**src/rtl/l1_stream_fill.sv**
```systemverilog
// L2-side fill engine: round-robin L2 read issue, in-order line return to L1.
// `L1_STREAM_FILL_ERR_EN drains unsolicited responses and flags o_err.
module l1_stream_fill #(
    parameter int nstreams   = 8,
    parameter int ncl        = 16,
    parameter int dwidth     = 512,
    parameter int maxout     = 4,
    parameter int clid_width = $clog2(ncl),
    parameter int sid_width  = $clog2(nstreams)
) (
    input  logic                  clk,
    input  logic                  reset,
    input  logic [nstreams-1:0]   i_clreq_v,
    output logic [nstreams-1:0]   i_clreq_r,
    input  logic                  i_rst_v,
    output logic                  i_rst_r,
    input  logic [sid_width-1:0]  i_rst_sid,
    input  logic [clid_width-1:0] i_rst_clid,
    output logic                  o_l2rd_v,
    input  logic                  o_l2rd_r,
    output logic [sid_width-1:0]  o_l2rd_sid,
    output logic [clid_width-1:0] o_l2rd_clid,
    input  logic                  i_l2rsp_v,
    output logic                  i_l2rsp_r,
    input  logic [dwidth-1:0]     i_l2rsp_d,
    output logic                  o_wr_v,
    output logic [sid_width-1:0]  o_wr_sid,
    output logic [clid_width-1:0] o_wr_clid,
    output logic [dwidth-1:0]     o_wr_d,
    output logic [nstreams-1:0]   o_clrsp_v,
    input  logic [nstreams-1:0]   i_clrsp_r,
    output logic                  o_err
);

    localparam int OCW = $clog2(maxout + 1);
    localparam int PW  = (maxout > 1) ? $clog2(maxout) : 1;
    localparam logic [OCW-1:0] FULL = OCW'(maxout);

    logic [clid_width-1:0] r_fp [nstreams];
    logic [OCW-1:0]        r_oc [nstreams];
    logic [sid_width-1:0]  r_rr;

    logic [sid_width-1:0]  r_tq_sid  [maxout];
    logic [clid_width-1:0] r_tq_clid [maxout];
    logic [PW-1:0]         r_wp;
    logic [PW-1:0]         r_rp;
    logic [OCW-1:0]        r_cnt;

    logic                  r_out_v;
    logic [sid_width-1:0]  r_out_sid;
    logic [clid_width-1:0] r_out_clid;
    logic [dwidth-1:0]     r_out_d;
    logic                  r_wr_v;

    logic                  w_full;
    logic                  w_nempty;
    logic                  w_rst_acc;
    logic [nstreams-1:0]   w_elig;
    logic [nstreams-1:0]   w_rot;
    logic                  w_any;
    logic [sid_width-1:0]  w_off;
    logic [sid_width-1:0]  w_g;
    logic                  w_push;
    logic                  w_pop;
    logic                  w_rsp_acc;
    logic                  w_clrsp_act;
    logic [sid_width-1:0]  w_hd_sid;
    logic [clid_width-1:0] w_hd_clid;
    logic [nstreams-1:0]   w_oc_inc;
    logic [nstreams-1:0]   w_oc_dec;

    function automatic logic [PW-1:0] ptr_inc(input logic [PW-1:0] p);
        return (p == PW'(maxout - 1)) ? '0 : p + 1'b1;
    endfunction

    function automatic logic [clid_width-1:0] cl_inc(
        input logic [clid_width-1:0] c
    );
        return (c == clid_width'(ncl - 1)) ? '0 : c + 1'b1;
    endfunction

    assign w_full    = (r_cnt == FULL);
    assign w_nempty  = (r_cnt != '0);
    assign w_hd_sid  = r_tq_sid[r_rp];
    assign w_hd_clid = r_tq_clid[r_rp];

    assign i_rst_r   = (r_oc[i_rst_sid] == '0)
                     & ~(r_out_v & (r_out_sid == i_rst_sid));
    assign w_rst_acc = i_rst_v & i_rst_r;

    // A stream under functional reset this cycle must not issue.
    always_comb begin
        for (int s = 0; s < nstreams; s++) begin
            w_elig[s] = i_clreq_v[s] & ~w_full
                      & ~(w_rst_acc & (i_rst_sid == sid_width'(s)));
        end
    end

    always_comb begin
        for (int i = 0; i < nstreams; i++) begin
            w_rot[i] = w_elig[(int'(r_rr) + i) % nstreams];
        end
    end

    always_comb begin
        w_any = 1'b0;
        w_off = '0;
        for (int i = nstreams - 1; i >= 0; i--) begin
            if (w_rot[i]) begin
                w_any = 1'b1;
                w_off = sid_width'(i);
            end
        end
    end

    assign w_g = sid_width'((int'(r_rr) + int'(w_off)) % nstreams);

    assign o_l2rd_v    = w_any;
    assign o_l2rd_sid  = w_g;
    assign o_l2rd_clid = r_fp[w_g];
    assign w_push      = o_l2rd_v & o_l2rd_r;

    always_comb begin
        i_clreq_r = '0;
        if (w_push) begin
            i_clreq_r[w_g] = 1'b1;
        end
    end

    assign w_clrsp_act = r_out_v & i_clrsp_r[r_out_sid];

`ifdef L1_STREAM_FILL_ERR_EN
    assign i_l2rsp_r = (w_nempty & (~r_out_v | w_clrsp_act))
                     | (~w_nempty & reset);
`else
    assign i_l2rsp_r = w_nempty & (~r_out_v | w_clrsp_act);
`endif

    assign w_rsp_acc = i_l2rsp_v & i_l2rsp_r;
    assign w_pop     = w_rsp_acc & w_nempty;

    always_comb begin
        for (int s = 0; s < nstreams; s++) begin
            w_oc_inc[s] = w_push & (w_g == sid_width'(s));
            w_oc_dec[s] = w_pop & (w_hd_sid == sid_width'(s));
        end
    end

    always_ff @(posedge clk) begin
        if (!reset) begin
            r_rr       <= '0;
            r_wp       <= '0;
            r_rp       <= '0;
            r_cnt      <= '0;
            r_out_v    <= 1'b0;
            r_out_sid  <= '0;
            r_out_clid <= '0;
            r_wr_v     <= 1'b0;
            for (int s = 0; s < nstreams; s++) begin
                r_fp[s] <= '0;
                r_oc[s] <= '0;
            end
        end else begin
            if (w_push) begin
                r_wp <= ptr_inc(r_wp);
                r_rr <= (w_g == sid_width'(nstreams - 1)) ? '0 : w_g + 1'b1;
            end
            if (w_pop) begin
                r_rp <= ptr_inc(r_rp);
            end
            case ({w_push, w_pop})
                2'b10:   r_cnt <= r_cnt + 1'b1;
                2'b01:   r_cnt <= r_cnt - 1'b1;
                default: ;
            endcase
            r_wr_v <= w_pop;
            if (w_pop) begin
                r_out_v    <= 1'b1;
                r_out_sid  <= w_hd_sid;
                r_out_clid <= w_hd_clid;
            end else if (w_clrsp_act) begin
                r_out_v <= 1'b0;
            end
            for (int s = 0; s < nstreams; s++) begin
                if (w_rst_acc && (i_rst_sid == sid_width'(s))) begin
                    r_fp[s] <= i_rst_clid;
                end else if (w_oc_inc[s]) begin
                    r_fp[s] <= cl_inc(r_fp[s]);
                end
                case ({w_oc_inc[s], w_oc_dec[s]})
                    2'b10:   r_oc[s] <= r_oc[s] + 1'b1;
                    2'b01:   r_oc[s] <= r_oc[s] - 1'b1;
                    default: ;
                endcase
            end
        end
    end

    // Tag and data storage carry no reset; validity lives in r_cnt/r_out_v.
    always_ff @(posedge clk) begin
        if (w_push) begin
            r_tq_sid[r_wp]  <= w_g;
            r_tq_clid[r_wp] <= o_l2rd_clid;
        end
        if (w_pop) begin
            r_out_d <= i_l2rsp_d;
        end
    end

    assign o_wr_v    = r_wr_v;
    assign o_wr_sid  = r_out_sid;
    assign o_wr_clid = r_out_clid;
    assign o_wr_d    = r_out_d;

    always_comb begin
        o_clrsp_v = '0;
        if (r_out_v) begin
            o_clrsp_v[r_out_sid] = 1'b1;
        end
    end

`ifdef L1_STREAM_FILL_ERR_EN
    logic r_err;

    always_ff @(posedge clk) begin
        if (!reset) begin
            r_err <= 1'b0;
        end else if (w_rsp_acc && !w_nempty) begin
            r_err <= 1'b1;
        end
    end

    assign o_err = r_err;
`else
    assign o_err = 1'b0;
`endif

endmodule
```
**config.mk**
```make
export PLATFORM = sky130hd
export DESIGN_NAME = l1_stream_fill
export DESIGN_NICKNAME = d
export VERILOG_FILES = /design/src/rtl/l1_stream_fill.sv
export SDC_FILE = /design/constraint.sdc
export NUM_CORES = 1
export LEC_CHECK = 0
export BUFFER_PORTS_ARGS = -buffer_cell sky130_fd_sc_hd__buf_2
export CORE_AREA = 2 2 429 431
export CTS_BUF_LIST = sky130_fd_sc_hd__clkbuf_2
export DETAILED_ROUTE_END_ITERATION = 12
export DIE_AREA = 0 0 431 433
export HOLD_SLACK_MARGIN = 0.03
export PLACE_DENSITY = 0.41
export SLEW_MARGIN = 10
export SYNTH_ARGS = -nofsm -noshare
export SYNTH_HDL_FRONTEND = slang
export SYNTH_SLANG_ARGS = --single-unit
```
**constraint.sdc**
```tcl
create_clock -name clk -period 29.7 [get_ports clk]
set_clock_uncertainty 0.1 [all_clocks]
set_input_delay 2.97 -clock clk [delete_from_list [all_inputs] [get_ports clk]]
set_output_delay 2.97 -clock clk [all_outputs]
set_load 0.1 [all_outputs]
```
# Yosys cells after proc, flatten, opt, wreduce, memory -nomap -nowiden
# Memory sizes are Yosys's and may differ from the RTL's. A register that Yosys moved wholly into a read port is not among the register bits.
# Index checks and enable logic that the tools add are counted.
# Widths: inputs -> output; s select.
# op_classes
n_addsub	37
n_lt_le_gt_ge	12
eq_ne	51
n_mux	202
n_bitwise	99
n_reduce_logical	25
# ops
operator	count
$mux 1	135
$mux 4	24
$mux 3	25
$and 1x1->1	48
$eq 3x3->1 const B	13
$lt 4x5->1 const B	7
$add 3x1->3 const B	11
$or 1x1->1	33
$add 4x1->4 const B	8
$eq 4x4->1 const B	8
$bmux 1 s3	9
$sub 3x1->3 const B	9
$eq 2x2->1 const B	11
$reduce_or 3->1	7
$eq 2x1->1 const B	9
$eq 3x2->1 const B	6
$mux 8	2
$add 3x3->3 const B	4
$logic_not 3->1	4
$lt 3x4->1 const B	3
$not 1->1	11
$logic_and 1x1->1	10
$eq 3x1->1 const B	3
$mux 2	4
11 further kinds	22
# word_totals
reg_bits	527
mem_bits_rw	84
memories	4
# memory_table
memory	depth	width	rd	rd_ports_with_merged_regs	write_ports	line_no	rtl
r_fp	8	4	9	0	8	39	logic [clid_width-1:0] r_fp [nstreams];
r_oc	8	3	9	0	8	40	logic [OCW-1:0] r_oc [nstreams];
r_tq_clid	4	4	1	1	1	44	logic [clid_width-1:0] r_tq_clid [maxout];
r_tq_sid	4	3	1	1	1	43	logic [sid_width-1:0] r_tq_sid [maxout];

# Depth between registers and ports, before layout
# depth
depth_word	28
mapped_depth	24

# Worst setup path before layout
# No wires, ideal clock.
# synth_path
path_type	input to register
from	input port i_clrsp_r[3]
to	memory r_oc[1][2] (netlist name) (data pin)
setup_time_ns	0.148
t_arrival_ns	12.433
setup_slack_ns	17.019
stages	13
path_buffers	0
cell_sequence	mux4_2 mux2i_1 nand2_1 o31a_1 nand2_1 inv_2 nand2b_1 or4_1 fa_1 xor2_1 nor2_1 nand2_1 a21oi_1
# synth_rtl
element	line_no	rtl
from (decl)	31	input logic [nstreams-1:0] i_clrsp_r,
to (decl)	40	

# Worst setup path after layout
# layout_path
from	input port i_rst_sid[0]
to	output port i_clreq_r[6]
# layout_between
elab_chain_len	25
word_cells_on_any_way	86
classes_between	add/sub: 1; order compare: 2; eq/ne: 8; mux: 42; bitwise: 29; reduce/logical: 3; memory: 1
# layout_rtl
element	line_no	rtl
from (decl)	17	input logic [sid_width-1:0] i_rst_sid,
parallel branches: the longest is 24 deep, another holds $mem_v2 8x3	-	
$mux 8 *	125	if (w_push) begin
to (decl)	14	output logic [nstreams-1:0] i_clreq_r,
# Every way passes the cells marked *. The select of a mux whose other input is x is not followed.

==> metrics.txt <==
# TYPE chip_impl_metric gauge
chip_impl_metric{name="grt_pass1_vias",unit=""} 16230
chip_impl_metric{name="place.detailed.hpwl",unit="µm"} 106100
chip_impl_metric{name="netlist_instances",unit=""} 1157
chip_impl_metric{name="final.setup.tns",unit="ns"} 0
chip_impl_metric{name="final_net_count",unit=""} 2982
chip_impl_metric{name="crit_arrival",unit="ns"} 8.57
chip_impl_metric{name="peakVddDrop",unit="V"} 0.00007149
chip_impl_metric{name="route.detailed.drc",unit=""} 0
chip_impl_metric{name="insertion_delay",unit="ns"} 1.63
chip_impl_metric{name="place_congestion",unit=""} 0.8989
chip_impl_metric{name="cts_buffer_depth",unit=""} 3
chip_impl_metric{name="wire_per_inst",unit="µm"} 25.76
chip_impl_metric{name="area_growth_syn_to_fin",unit="%"} 45.53
chip_impl_metric{name="critical_path_required",unit="ns"} 26.63
chip_impl_info{name="clock_tree_from_tritoncts",value="built"} 1
chip_impl_info{name="min_delay_worst_type",value="flop to flop"} 1
chip_impl_metric{name="share_of_flip_flops_with_an_asynchronous_set_or_reset_after_synthesis",unit=""} 0
chip_impl_info{name="cts.root.buffer_cell",value="sky130_fd_sc_hd__clkbuf_2"} 1
chip_impl_info{name="status",value="complete, no violations"} 1
chip_impl_metric{name="first_pass_grt_wire_length",unit="µm"} 157700
chip_impl_metric{name="hold_buffers",unit=""} 0
chip_impl_metric{name="nFillCells",unit=""} 20100
chip_impl_metric{name="reported_leakage_power",unit="nW"} 12.77
chip_impl_metric{name="placeableCoreArea",unit="mm²"} 0.1821
chip_impl_info{name="timing.critical_path.from_type",value="primary input"} 1
chip_impl_metric{name="layout_min_cycle_time",unit="ns"} 11.64
chip_impl_info{name="worstSetupPathType",value="primary input to output pin"} 1
chip_impl_metric{name="die_height",unit="µm"} 433
chip_impl_metric{name="regArea",unit="mm²"} 0.01832
chip_impl_metric{name="timing.final.setup_violations",unit=""} 0
chip_impl_metric{name="grt_use_total",unit=""} 0.1295
chip_impl_metric{name="synth.distinct_cells",unit=""} 75
chip_impl_metric{name="muxShareOfSynthArea",unit=""} 0.03197
chip_impl_metric{name="initial_core_util",unit=""} 0.1219
chip_impl_info{name="synth.area.top_cells",value="sky130_fd_sc_hd__edfxtp_1, sky130_fd_sc_hd__mux4_2, sky130_fd_sc_hd__dfxtp_1, sky130_fd_sc_hd__ha_1, sky130_fd_sc_hd__nor2_1"} 1
chip_impl_metric{name="grt_antenna_before_repair",unit=""} 120
chip_impl_metric{name="relSlewSlack",unit=""} 0.2717
chip_impl_metric{name="num_vias",unit=""} 16690
chip_impl_metric{name="yosys_warnings",unit=""} 0
chip_impl_metric{name="share_of_the_synthesized_area_in_compound_gates_ao_oa_aoi_oai",unit=""} 0.04567
chip_impl_metric{name="yosys.area.top_type_share",unit=""} 0.8064
chip_impl_metric{name="fin_hold_ws",unit="ns"} 0.4037
chip_impl_metric{name="route.final.wire_length",unit="µm"} 127400
chip_impl_metric{name="ios",unit=""} 1087
chip_impl_metric{name="max_freq",unit="GHz"} 0.08589
chip_impl_metric{name="die_w",unit="µm"} 431
chip_impl_metric{name="drv_cap",unit=""} 0
chip_impl_metric{name="post_cts_buffers",unit=""} 0
chip_impl_metric{name="first_pass_iters",unit=""} 5
chip_impl_metric{name="place.port_buffers",unit=""} 1085
chip_impl_metric{name="synthesis.nets",unit=""} 1728
chip_impl_metric{name="final-max-slew-violation-count",unit=""} 0
chip_impl_metric{name="yosys_register_bits",unit=""} 617
chip_impl_metric{name="post_synthesis_mean_instance_area",unit="µm²"} 19.18
chip_impl_metric{name="finalHoldViolations",unit=""} 0
chip_impl_metric{name="grt_max_degree",unit=""} 153
chip_impl_info{name="rsz0062_at_grt",value="no"} 1
chip_impl_metric{name="place_ws",unit="ns"} 17.94
chip_impl_metric{name="drt_iter0_markers",unit=""} 1070
chip_impl_info{name="synth_top_cell_by_area",value="sky130_fd_sc_hd__edfxtp_1"} 1
chip_impl_info{name="main_combinational_cell_family_by_area_after_synthesis",value="simple AND/OR/NAND/NOR gates"} 1
chip_impl_metric{name="floorplan.rows",unit=""} 157
chip_impl_metric{name="cts_inserted_buffers",unit=""} 182
chip_impl_metric{name="cell_area_after_synthesis",unit="mm²"} 0.02219
chip_impl_metric{name="combined_area_of_the_multi_input_logic_cells",unit="mm²"} 0.003596
chip_impl_metric{name="post_synth_fa_ha_maj_area_fraction",unit=""} 0.02052
chip_impl_metric{name="antenna_left",unit=""} 0
chip_impl_metric{name="crit_fanout",unit=""} 11
chip_impl_metric{name="p_per_area",unit="mW/mm²"} 136.9
chip_impl_metric{name="share_of_post_route_cells_with_drive_strength_above_1",unit=""} 0.5662
chip_impl_metric{name="clkSlewWorstSetupHoldPaths",unit="ns"} 0.09
chip_impl_metric{name="fin_crit_sh",unit=""} 0.3920
chip_impl_info{name="yosys_most_used_dff",value="sky130_fd_sc_hd__edfxtp_1"} 1
chip_impl_metric{name="post_cts_resized",unit=""} 0
chip_impl_metric{name="synth_enable_flop_cells",unit=""} 596
chip_impl_metric{name="grt-ovfl-total",unit=""} 0
chip_impl_metric{name="post_synth_xor_area_fraction",unit=""} 0.01331
chip_impl_metric{name="clock_tree.htree_level_count",unit=""} 4
chip_impl_metric{name="routed_via_density",unit=""} 3.375
chip_impl_metric{name="design.die.area",unit="mm²"} 0.1866
chip_impl_metric{name="worst-slew-pin-transition",unit="ns"} 1.093
chip_impl_metric{name="clock_sinks",unit=""} 617
chip_impl_metric{name="finalWorstSetupSlack",unit="ns"} 18.06
chip_impl_metric{name="synth-simple-area-share",unit=""} 0.05006
chip_impl_info{name="critPathCaptureType",value="output pin"} 1
chip_impl_metric{name="yosysSeqAreaShare",unit=""} 0.8254
## synth_stat cells, drive strengths merged, types with 2 or more instances
cell / instances
o211ai: 5
xnor2: 19
mux2: 5
nor4: 3
and2: 13
nand2: 51
dfxtp: 21
nand3: 24
a21boi: 3
or3b: 2
nor3: 25
inv: 45
o211a: 2
o2111ai: 2
buf: 7
or2: 2
o21ai: 16
mux2i: 18
a32oi: 5
edfxtp: 596
fa: 9
nor2: 62
nand3b: 5
xor2: 13
a31o: 6
o31ai: 2
a32o: 4
nor2b: 3
a211o: 4
mux4: 21
a41oi: 2
and3: 8
nand4: 6
a31oi: 7
o21a: 2
o22ai: 24
a21oi: 34
nand4b: 2
a211oi: 7
or3: 8
ha: 22
clkbuf: 17
nand2b: 9
## flip-flops by register name, summed over array words and instances (netlist names), named ones only
| signal | flops |
|---|---|
| r_tq_clid | 16 |
| r_fp | 32 |
| r_rp | 2 |
| r_cnt | 3 |
| r_rr | 3 |
| o_wr_v | 1 |
| r_oc | 24 |
| o_wr_sid | 3 |
| r_tq_sid | 12 |
| r_out_v | 1 |
| o_wr_d | 512 |
| r_wp | 2 |
| o_wr_clid | 4 |
## critical path, cell delays in order
cell and delay, ns:
sky130_fd_sc_hd__buf_2 0.19, sky130_fd_sc_hd__xnor2_2 0.28, sky130_fd_sc_hd__nand3b_1 0.28, sky130_fd_sc_hd__nand3_1 0.46
sky130_fd_sc_hd__a32oi_1 0.17, sky130_fd_sc_hd__mux4_2 0.56, sky130_fd_sc_hd__o21ai_0 0.17, sky130_fd_sc_hd__a21oi_1 0.09
sky130_fd_sc_hd__a21oi_1 0.15, sky130_fd_sc_hd__o32ai_1 0.10, sky130_fd_sc_hd__a21boi_0 0.20, sky130_fd_sc_hd__ha_1 0.18
sky130_fd_sc_hd__inv_1 0.05, sky130_fd_sc_hd__fa_1 0.40, sky130_fd_sc_hd__xor2_1 0.61, sky130_fd_sc_hd__nand3_1 0.22
sky130_fd_sc_hd__a211oi_2 0.45, sky130_fd_sc_hd__o21ai_0 0.31, sky130_fd_sc_hd__nor3_1 0.20, sky130_fd_sc_hd__buf_2 0.51
## report_power, final
group	internal, W	switching (W)	leakage [nW]
clock	0.000271	0.000410	1.28
sequential	0.00128	0.000115	5.76
combinational	0.000324	0.00203	5.74
## layout make-up
type / count / area share
inverters: 45 / 0.005462
well taps: 2385 / 0.09240
flip-flops and latches: 617 / 0.5672
repair buffers: 1094 / 0.1706
clock inverters: 54 / 0.01104
multi-input cells: 471 / 0.1113
clock buffers: 264 / 0.04091
diodes: 14 / 0.001085
## metrics by stage
stage	power (W)	utilization	instance area, µm²	cells
2_1_floorplan	0.003271	-	22190	1157
4_1_cts	0.004511	0.1772	32260	4930
3_3_place_gp	0.003797	0.1680	30580	4612
6_report	0.004422	0.1774	32300	4944
3_5_place_dp	0.003796	0.1680	30580	4612
5_1_grt	0.004614	0.1773	32290	4941
## layer usage
metal	wire length, µm	vias up	track usage
li1	-	7166	-
met1	47030	8136	0.1435
met2	63420	1023	0.2209
met3	13310	338	0.05962
met4	3481	22	0.03768
met5	135	-	0
## cells in the final DEF (no fill, tap or decap), drive strengths merged, types with 4 or more instances in the layout
cell	n
mux2i	18
a21oi	34
o211ai	5
nand4	6
a211oi	7
a211o	4
xor2	13
edfxtp	596
fa	9
a31oi	7
and2	13
or3	8
nand2	51
ha	22
nor3	25
a32oi	5
mux2	5
clkbuf	264
o21ai	16
a32o	4
diode	14
nand2b	9
and3	8
dfxtp	21
xnor2	19
mux4	21
inv	52
buf	1094
o22ai	24
nor2	62
a31o	6
clkinv	42
nand3b	5
nand3	24
## kinds of logic after synthesis
group | count (synthesis)
flip-flops | 617
buffers and inverters | 69
other | 1
adder cells (fa/ha/maj) | 31
multiplexers | 44
AO/OA/AOI/OAI | 137
AND/OR/NAND/NOR | 226
XOR/XNOR | 32
## path summary, 6_finish.rpt
| kind | cells past startpoint | slack [ns] | end | start |
|---|---|---|---|---|
| setup / recovery | 20 | 18.06 | i_clreq_r[6] | i_rst_sid[0] |
| setup reg to reg | 23 | 23.08 | r_oc[1][2]$_SDFFCE_PN0P_ | o_wr_sid[0]$_SDFFE_PN0P_ |
| hold / removal | 2 | 0.40 | o_wr_clid[0]$_SDFFE_PN0P_ | o_wr_clid[0]$_SDFFE_PN0P_ |
| hold reg to reg | 2 | 0.40 | o_wr_clid[0]$_SDFFE_PN0P_ | o_wr_clid[0]$_SDFFE_PN0P_ |
Note: power is estimated with default switching activity, not from simulation.
